File: src/rtl/demux1to2_16b_buf.sv
// rtl/demux1to2_16b_buf.sv - 1-to-2 demultiplexer with a buffered FIFO per output port

module demux1to2_16b_buf_fifo #(
    parameter int DEPTH = 2
) (
    input  logic        i_clk,
    input  logic        i_rst,
    input  logic        i_push,
    input  logic [15:0] i_data,
    input  logic        i_ready,
    output logic [15:0] o_data,
    output logic        o_valid,
    output logic        o_full
);
    localparam int AW = $clog2(DEPTH);
    localparam logic [AW:0] FULL_CNT = (AW+1)'(DEPTH);

    logic [15:0]   r_mem [DEPTH];
    logic [AW-1:0] r_wptr;
    logic [AW-1:0] r_rptr;
    logic [AW:0]   r_count;
    logic          w_pop;
    logic          w_wr;

    assign o_valid = (r_count != '0);
    assign o_full  = (r_count == FULL_CNT);
    // Push is qualified by the caller; guard against a full FIFO regardless.
    assign w_wr    = i_push & ~o_full;
    assign w_pop   = o_valid & i_ready;
    assign o_data  = o_valid ? r_mem[r_rptr] : 16'h0000;

    // Storage write; contents need no reset because the output is gated by valid.
    always_ff @(posedge i_clk) begin
        if (!i_rst && w_wr) begin
            r_mem[r_wptr] <= i_data;
        end
    end

    // Pointers wrap naturally at DEPTH (power of two); occupancy tracks push minus pop.
    always_ff @(posedge i_clk) begin
        if (i_rst) begin
            r_wptr  <= '0;
            r_rptr  <= '0;
            r_count <= '0;
        end else begin
            if (w_wr) begin
                r_wptr <= r_wptr + 1'b1;
            end
            if (w_pop) begin
                r_rptr <= r_rptr + 1'b1;
            end
            r_count <= r_count + {{AW{1'b0}}, w_wr} - {{AW{1'b0}}, w_pop};
        end
    end
endmodule

module demux1to2_16b_buf #(
    parameter int DEPTH = 2,
    parameter int CNT_W = 8
) (
    input  logic             clkpos,
    input  logic             rst,
    input  logic             vdd,
    input  logic             vss,
    input  logic [15:0]      din,
    input  logic             din_valid,
    output logic             din_ready,
    input  logic             sel,
    output logic [15:0]      a,
    output logic [15:0]      b,
    output logic             a_valid,
    output logic             b_valid,
    input  logic             a_ready,
    input  logic             b_ready,
    output logic [CNT_W-1:0] cnt_a,
    output logic [CNT_W-1:0] cnt_b
);
    logic             w_full_a;
    logic             w_full_b;
    logic             w_push_a;
    logic             w_push_b;
    logic             w_unused_supply;
    logic [CNT_W-1:0] r_cnt_a;
    logic [CNT_W-1:0] r_cnt_b;

    // Supply ties carry no logic.
    assign w_unused_supply = vdd ^ vss;

    // Ready looks only at the selected FIFO's full flag, never at downstream ready.
    assign din_ready = ~rst & ~(sel ? w_full_b : w_full_a);
    assign w_push_a  = din_valid & din_ready & ~sel;
    assign w_push_b  = din_valid & din_ready &  sel;

    demux1to2_16b_buf_fifo #(.DEPTH(DEPTH)) u_fifo_a (
        .i_clk   (clkpos),
        .i_rst   (rst),
        .i_push  (w_push_a),
        .i_data  (din),
        .i_ready (a_ready),
        .o_data  (a),
        .o_valid (a_valid),
        .o_full  (w_full_a)
    );

    demux1to2_16b_buf_fifo #(.DEPTH(DEPTH)) u_fifo_b (
        .i_clk   (clkpos),
        .i_rst   (rst),
        .i_push  (w_push_b),
        .i_data  (din),
        .i_ready (b_ready),
        .o_data  (b),
        .o_valid (b_valid),
        .o_full  (w_full_b)
    );

    // Per-port accepted-word counters, wrapping at 2^CNT_W.
    always_ff @(posedge clkpos) begin
        if (rst) begin
            r_cnt_a <= '0;
            r_cnt_b <= '0;
        end else begin
            if (w_push_a) begin
                r_cnt_a <= r_cnt_a + 1'b1;
            end
            if (w_push_b) begin
                r_cnt_b <= r_cnt_b + 1'b1;
            end
        end
    end

    assign cnt_a = r_cnt_a;
    assign cnt_b = r_cnt_b;
endmodule

File: config.mk
export PLATFORM = sky130hd
export DESIGN_NAME = demux1to2_16b_buf
export DESIGN_NICKNAME = d
export VERILOG_FILES = /design/src/rtl/demux1to2_16b_buf.sv
export SDC_FILE = /design/constraint.sdc
export NUM_CORES = 1
export LEC_CHECK = 0
export ABC_AREA = 1
export CORE_ASPECT_RATIO = 0.5
export CORE_MARGIN = 1
export CORE_UTILIZATION = 40
export CTS_CLUSTER_SIZE = 25
export DETAILED_ROUTE_END_ITERATION = 8
export GPL_TIMING_DRIVEN = 0
export PLACE_DENSITY = 0.77
export SKIP_LAST_GASP = 1
export SLEW_MARGIN = 20
export SYNTH_ARGS = -nofsm -noshare
export SYNTH_HDL_FRONTEND = slang
export SYNTH_SLANG_ARGS = --single-unit
File: constraint.sdc
create_clock -name clkpos -period 4 [get_ports clkpos]
set_input_delay 0.8 -clock clkpos [delete_from_list [all_inputs] [get_ports clkpos]]
set_output_delay 0.8 -clock clkpos [all_outputs]
set_load 0.05 [all_outputs]
==> qor.txt, run 1 <==
Status: completed
# setup viols final: 0
Drt initial violations: 171
Worst-Skew Late Latency: 0.34 ns
Post-synth EDFFs: 64
YS warnings: 0
Mean area per synthesized cell: 10.21 µm²
Fin cells: 568
GPL Wtd Cong: 0.7838
Die ar.: 9652 µm²
Synth-to-Final Area Change: 32.33%
Initial antenna violation count: 0
Hold wc startpoint: u_fifo_b.r_rptr$_SDFFE_PP0P_
Clk buf depth: 2
Pin count of the biggest net entering global routing: 17
Synthesized area: 3696 µm²
Io pins: 75
CP startpoint: sel
Port bufs: 71
TritonCTS buffer count: 9
Pwr dens: 628.5 nW/µm²
Setup_tns: 0 ns
WL met1: 3708 µm
Setup bufs post-CTS: 0
Die width: 137.9 µm
Unrepaired setup endpoints after global routing: false
Vias: 2712
Layout Nets: 475
CP required: 3.20 ns
Congestion Overflow GR: 0
Max-Cap Viols: 0
Worst Path Max Fanout: 9
Leak Pwr: 1.828 nW
Vias/cell: 4.775
Clk root buf: clkbuf_16
Layout cells sized above 1: 0.08647
WL met2: 3741 µm
Dpl cells: 553
# rows: 24
Met3 wire len: 338 µm
Netlist cell types: 26
Routed WL per cell: 13.90 µm
ANT nets after route: 0
Core Footprint: 8828 µm²
Post-CTS sizing: 0
Hold Path Class: reg2reg
Synth area leader: edfxtp_1
Ys async rst share: 0
Clk slew on worst S/H paths: 0.06 ns
FF+latch count, synth: 90
CTS tree: yes
Global-route wire length before repair: 12700 µm
Die H: 69.97 µm
Worst path arrival time: 2.63 ns
Peak supply drop: 0.2752 mV
Max-slew violation count: 0
Area contributors post-synth: edfxtp_1, dfxtp_1, nand2_1
Clock Skew: 0.005901 ns
DP Wirelength: 5387 µm
Register area share after synthesis: 0.6608
DR top layer: met4
Routed WL: 7894 µm
Final Util: 0.5540
Worst Setup End Kind: primary output
Synth cell count leaders: nand2_1, edfxtp_1, a21oi_1, inv_1, dfxtp_1
Initial Util: 0.4187
Slew headroom: 0.5258
Slew @ Worst Pin: 0.7105 ns
Post-Syn Nets: 390
Most common cell in the netlist: nand2_1
Launch point of the worst reg-to-reg path: u_fifo_b.r_count[0]$_SDFF_PP0_
Period utilization: 0.8585
Tmin final: 3.434 ns
Ys flop type: edfxtp_1
Endpoints failing hold: 0
Max frequency: 0.2912 GHz
Crit Path Category: in2out
Filler cells: 771
PnR Total Power: 3.074 mW
Mapped Cells: 362
Post-CTS Hold Buffers: 0
DRC Markers: 0
H-tree levels: 3
Vias in the first global route: 2557
Ant diodes: 0
GRT Resource Usage Total: 0.1789
Clock sinks: 90
Yosys top cell area share: 0.5200
CP startpoint kind: input pin
Router iterations before antenna repair: 4
[worst max-delay path, stage by stage]
cell	delay (ns)
clkdlybuf4s50_1	0.58
inv_2	0.13
nand3_2	0.09
inv_1	0.04
nor2_1	0.16
clkdlybuf4s50_1	0.83
[sequential cells by signal, indices dropped and copies added (netlist names), named ones only]
register          flops
u_fifo_a.r_mem       32
u_fifo_b.r_count      2
u_fifo_b.r_mem       32
u_fifo_a.r_wptr       1
cnt_b                 8
u_fifo_b.r_rptr       1
u_fifo_a.r_count      2
u_fifo_b.r_wptr       1
u_fifo_a.r_rptr       1
cnt_a                 8
[metal layers]
metal	GRT usage	vias up
met2	0.2806	53
met3	0.04575	8
li1	-	1386
met1	0.2321	1265
met4	0.08333	0
met5	0	-
[cell type report]
cell class | count | area (µm²) | area share
Sequential cell | 90 | 2442 | 0.4994
Clock buffer | 10 | 229.0 | 0.04682
Multi-Input combinational cell | 231 | 1091 | 0.2231
Inverter | 30 | 115.1 | 0.02354
Timing Repair Buffer | 74 | 755.7 | 0.1545
Clock inverter | 5 | 56.30 | 0.01151
Buffer | 11 | 55.05 | 0.01126
Tap cell | 117 | 146.4 | 0.02993
[cells by family (layout without fill, tap and decap cells)]
kind of cell,count (synthesis),count (layout),synth area share
AND/OR/NAND/NOR,161,161,0.1821
XOR/XNOR,6,6,0.01422
adder cells (fa/ha/maj),4,4,0.01354
buffers and inverters,41,130,0.04604
AO/OA/AOI/OAI,60,60,0.08328
flip-flops,90,90,0.6608
[placed cells by master, fill, tap and decap left out]
master | Yosys | routed
nand3b_1 | 1 | 1
clkbuf_1 | 4 | 5
nand4_1 | 5 | 5
nor2_2 | 2 | 5
a21oi_2 | 1 | 1
xnor2_1 | 3 | 3
bufinv_16 | 0 | 1
nor2_4 | 1 | 1
clkdlybuf4s50_1 | 0 | 71
inv_4 | 1 | 1
a21oi_1 | 50 | 50
buf_4 | 2 | 2
buf_8 | 0 | 3
ha_1 | 4 | 4
inv_2 | 2 | 2
nor2_1 | 21 | 18
nand2_2 | 1 | 1
dfxtp_1 | 26 | 26
nor3_2 | 1 | 1
clkinv_4 | 0 | 1
clkbuf_16 | 0 | 9
nand2_1 | 112 | 112
edfxtp_1 | 64 | 64
xor2_1 | 3 | 3
clkinvlp_4 | 0 | 1
inv_1 | 27 | 27
nor3_1 | 1 | 1
o21ai_2 | 1 | 1
nand3_1 | 14 | 14
o21ai_0 | 8 | 8
nand3_2 | 2 | 2
clkinv_2 | 0 | 2
buf_2 | 5 | 5
[final timing paths]
kind / endpoint / slack [ns] / depth (start not counted)
max: din_ready / 0.57 / 6
min: flip-flop / 0.46 / 1
max reg2reg: u_fifo_a.r_mem[0][1]$_DFFE_PP_ / 1.96 / 6
min reg2reg: flip-flop / 0.46 / 1
[power breakdown]
| part | internal [mW] | total [mW] | switching (mW) |
|---|---|---|---|
| combinational | 0.346 | 1.18 | 0.835 |
| clock | 0.479 | 0.810 | 0.331 |
| sequential | 1.05 | 1.08 | 0.0288 |
| total | 1.88 | 3.07 | 1.20 |
[metrics by stage]
stage | worst slack (ns) | hold WS [ns] | cell area, µm²
after floorplan | 1.445 | 0.4255 | 3696
after global placement | 0.2970 | 0.4344 | 4553
after detailed placement | 0.5549 | 0.4441 | 4606
after CTS | 0.5490 | 0.4590 | 4891
after global routing | 0.4594 | 0.4906 | 4891
final | 0.5661 | 0.4588 | 4891
Note: power is estimated with default switching activity, not from simulation.
==> run 2, diff against run 1 <==
--- a/config.mk
+++ b/config.mk
@@ -13,7 +13,6 @@
 export DETAILED_ROUTE_END_ITERATION = 8
 export GPL_TIMING_DRIVEN = 0
 export PLACE_DENSITY = 0.77
-export SKIP_LAST_GASP = 1
 export SLEW_MARGIN = 20
 export SYNTH_ARGS = -nofsm -noshare
 export SYNTH_HDL_FRONTEND = slang
==> results of run 2 <==
No change in the layout: final DEF, timing and power equal those of run 1.
==> run 3, diff against run 2 <==
--- a/config.mk
+++ b/config.mk
@@ -12,7 +12,7 @@
 export CTS_CLUSTER_SIZE = 25
 export DETAILED_ROUTE_END_ITERATION = 8
 export GPL_TIMING_DRIVEN = 0
-export PLACE_DENSITY = 0.77
+export SKIP_CTS_REPAIR_TIMING = 1
 export SLEW_MARGIN = 20
 export SYNTH_ARGS = -nofsm -noshare
 export SYNTH_HDL_FRONTEND = slang
==> run 3 against run 2 <==
Compared with the run above:
- fmax shrank 0.44%
- worst hold slack lost 0.0098 ns
- die area is the same
- sequential share of layout area grew 0.44 points
- first-iteration DRC count shrank 31%
- non-clock buffer count shrank 2
- cell count shrank 0.18%
- sequential cell count is the same
- clock-buffer cell count is the same
- largest power group unchanged
==> qor.txt, run 3 (synthesis gave the netlist of run 1 again) <==
Status: completed (unchanged)
DP Wirelength: 5302 µm (was 5387 µm)
TritonCTS buffer count: 9 (unchanged)
Router iterations before antenna repair: 5 (was 4)
Commonest non-fill, non-tap cell in the layout: nand2_1 (unchanged)
Layout Nets: 473 (was 475)
Initial Util: 0.4187 (unchanged)
Unrepaired setup endpoints after global routing: false (unchanged)
CP max stage cell: clkdlybuf4s50_1 (unchanged)
Tmin final: 3.449 ns (was 3.434 ns)
Die width: 137.9 µm (unchanged)
Vias/cell: 4.815 (was 4.775)
Worst Path Max Fanout: 9 (unchanged)
# setup viols final: 0 (unchanged)
Routed WL per cell: 13.62 µm (was 13.90 µm)
Slew @ Worst Pin: 0.8610 ns (was 0.7105 ns)
Setup_tns: 0 ns (unchanged)
Clock sinks: 90 (unchanged)
Peak supply drop: 0.3485 mV (was 0.2752 mV)
Pin count of the biggest net entering global routing: 17 (unchanged)
Endpoints failing hold: 0 (unchanged)
Initial antenna violation count: 0 (unchanged)
# rows: 24 (unchanged)
Vias in the first global route: 2667 (was 2557)
Max-slew violation count: 0 (unchanged)
Pwr dens: 624.2 nW/µm² (was 628.5 nW/µm²)
Launch point of the worst reg-to-reg path: u_fifo_b.r_count[0]$_SDFF_PP0_ (unchanged)
Vias: 2730 (was 2712)
Ant diodes: 0 (unchanged)
CTS tree: yes (unchanged)
Dpl cells: 551 (was 553)
RR Endpoint: u_fifo_a.r_mem[1][9]$_DFFE_PP_ (was u_fifo_a.r_mem[0][1]$_DFFE_PP_)
Reg2reg path depth: 7 (was 6)
PnR Total Power: 3.026 mW (was 3.074 mW)
Leak Pwr: 1.808 nW (was 1.828 nW)
Max-Cap Viols: 0 (unchanged)
Die H: 69.97 µm (unchanged)
Top Registers: u_fifo_a.r_mem: 32 flops, u_fifo_b.r_mem: 32 flops (unchanged)
DRC Markers: 0 (unchanged)
Layout cells sized above 1: 0.08444 (was 0.08647)
Core Footprint: 8828 µm² (unchanged)
Die ar.: 9652 µm² (unchanged)
Port bufs: 71 (unchanged)
Clock Skew: 0.008451 ns (was 0.005901 ns)
Filler cells: 782 (was 771)
R2R setup slack: 1.92 ns (was 1.96 ns)
Synth-to-Final Area Change: 31.18% (was 32.33%)
Hold Path Class: reg2reg (unchanged)
Io pins: 75 (unchanged)
Crit path capture: din_ready (unchanged)
Global-route wire length before repair: 12520 µm (was 12700 µm)
H-tree levels: 3 (unchanged)
Critical path's largest stage delay: 0.83 ns (about the same)
Most used cell, CP: clkdlybuf4s50_1 (unchanged)
Most frequent cells in the layout: nand2_1, clkdlybuf4s50_1, edfxtp_1 (unchanged)
Max frequency: 0.2899 GHz (was 0.2912 GHz)
CP startpoint: sel (unchanged)
GPL Wtd Cong: 0.8160 (was 0.7838)
CP startpoint kind: input pin (unchanged)
Congestion Overflow GR: 0 (unchanged)
Routed WL: 7725 µm (was 7894 µm)
Worst path arrival time: 2.65 ns (was 2.63 ns)
Worst Setup End Kind: primary output (unchanged)
Slew headroom: 0.4254 (was 0.5258)
Period utilization: 0.8623 (was 0.8585)
Register Area: 2442 µm² (unchanged)
Clk buf depth: 2 (unchanged)
Drt initial violations: 118 (was 171)
Critical-path cell list: clkdlybuf4s50_1, inv_2, nand3_2, inv_1, nor2_1, clkdlybuf4s50_1 (unchanged)
Worst-Skew Late Latency: 0.33 ns (was 0.34 ns)
ANT nets after route: 0 (unchanged)
Fin cells: 567 (was 568)
Multi-input combinational cell area: 1091 µm² (unchanged)
Crit Path Category: in2out (unchanged)
GRT Resource Usage Total: 0.1739 (was 0.1789)
Clk slew on worst S/H paths: 0.07 ns (was 0.06 ns)
CP required: 3.20 ns (about the same)
Clk root buf: clkbuf_16 (unchanged)
[run 3: changes by cell type in the layout (fill, tap and decap cells not counted), sizes merged]
cell | previous run | this run
buf | 10 | 8
bufinv | 1 | 0
clkinv | 3 | 2
inv | 30 | 33
[run 3: worst min path at each step]
stage	from	to	slack [ns]	cells past startpoint
after floorplan	u_fifo_b.r_rptr$_SDFFE_PP0P_	flip-flop	0.43	1
after global placement	u_fifo_a.r_rptr$_SDFFE_PP0P_	u_fifo_a.r_rptr$_SDFFE_PP0P_	0.44	1
after detailed placement	u_fifo_a.r_rptr$_SDFFE_PP0P_	flip-flop	0.44	1
after CTS	u_fifo_a.r_rptr$_SDFFE_PP0P_	flip-flop	0.45	1
after global routing	u_fifo_b.r_rptr$_SDFFE_PP0P_	u_fifo_b.r_rptr$_SDFFE_PP0P_	0.48	1
final	u_fifo_a.r_rptr$_SDFFE_PP0P_	flip-flop	0.45	1
[run 3: where the power goes]
| part | switching [mW] | internal (mW) | leakage (nW) |
|---|---|---|---|
| clock network | 0.341 | 0.427 | 0.134 |
| logic | 0.833 | 0.344 | 0.882 |
| registers | 0.0277 | 1.05 | 0.792 |
[run 3: area by class of cell]
type	instances	area share
Buffer	11	0.01135
Clock buffer	10	0.04723
Clock inverter	6	0.009806
Inverter	30	0.02374
Multi-Input combinational cell	231	0.2250
Sequential cell	90	0.5037
Tap cell	117	0.03019
Timing Repair Buffer	72	0.1489
[run 3: stage by stage]
step                        util  hold WS (ns)  cell area [µm²]  setup WS [ns]
after floorplan                -        0.4255             3696          1.445
after global placement    0.5157        0.4355             4553         0.2045
after detailed placement  0.5179        0.4399             4572         0.5534
after CTS                 0.5492        0.4527             4848         0.5539
after global routing      0.5492        0.4762             4848         0.4626
final                     0.5492        0.4490             4848         0.5510
[run 3: per-layer routing]
layer | GRT usage | up-vias | part of all wire
met3 | 0.04866 | 2 | 0.044
met5 | 0 | - | 0
met4 | 0.05193 | 0 | 0.0040
met2 | 0.2928 | 54 | 0.50
met1 | 0.2172 | 1290 | 0.46
li1 | - | 1384 | -
[run 3: critical path, delay by kind of cell]
kind	cells	cell delay [ns]
AND/OR/NAND/NOR	2	0.26
buffers and inverters	4	1.58
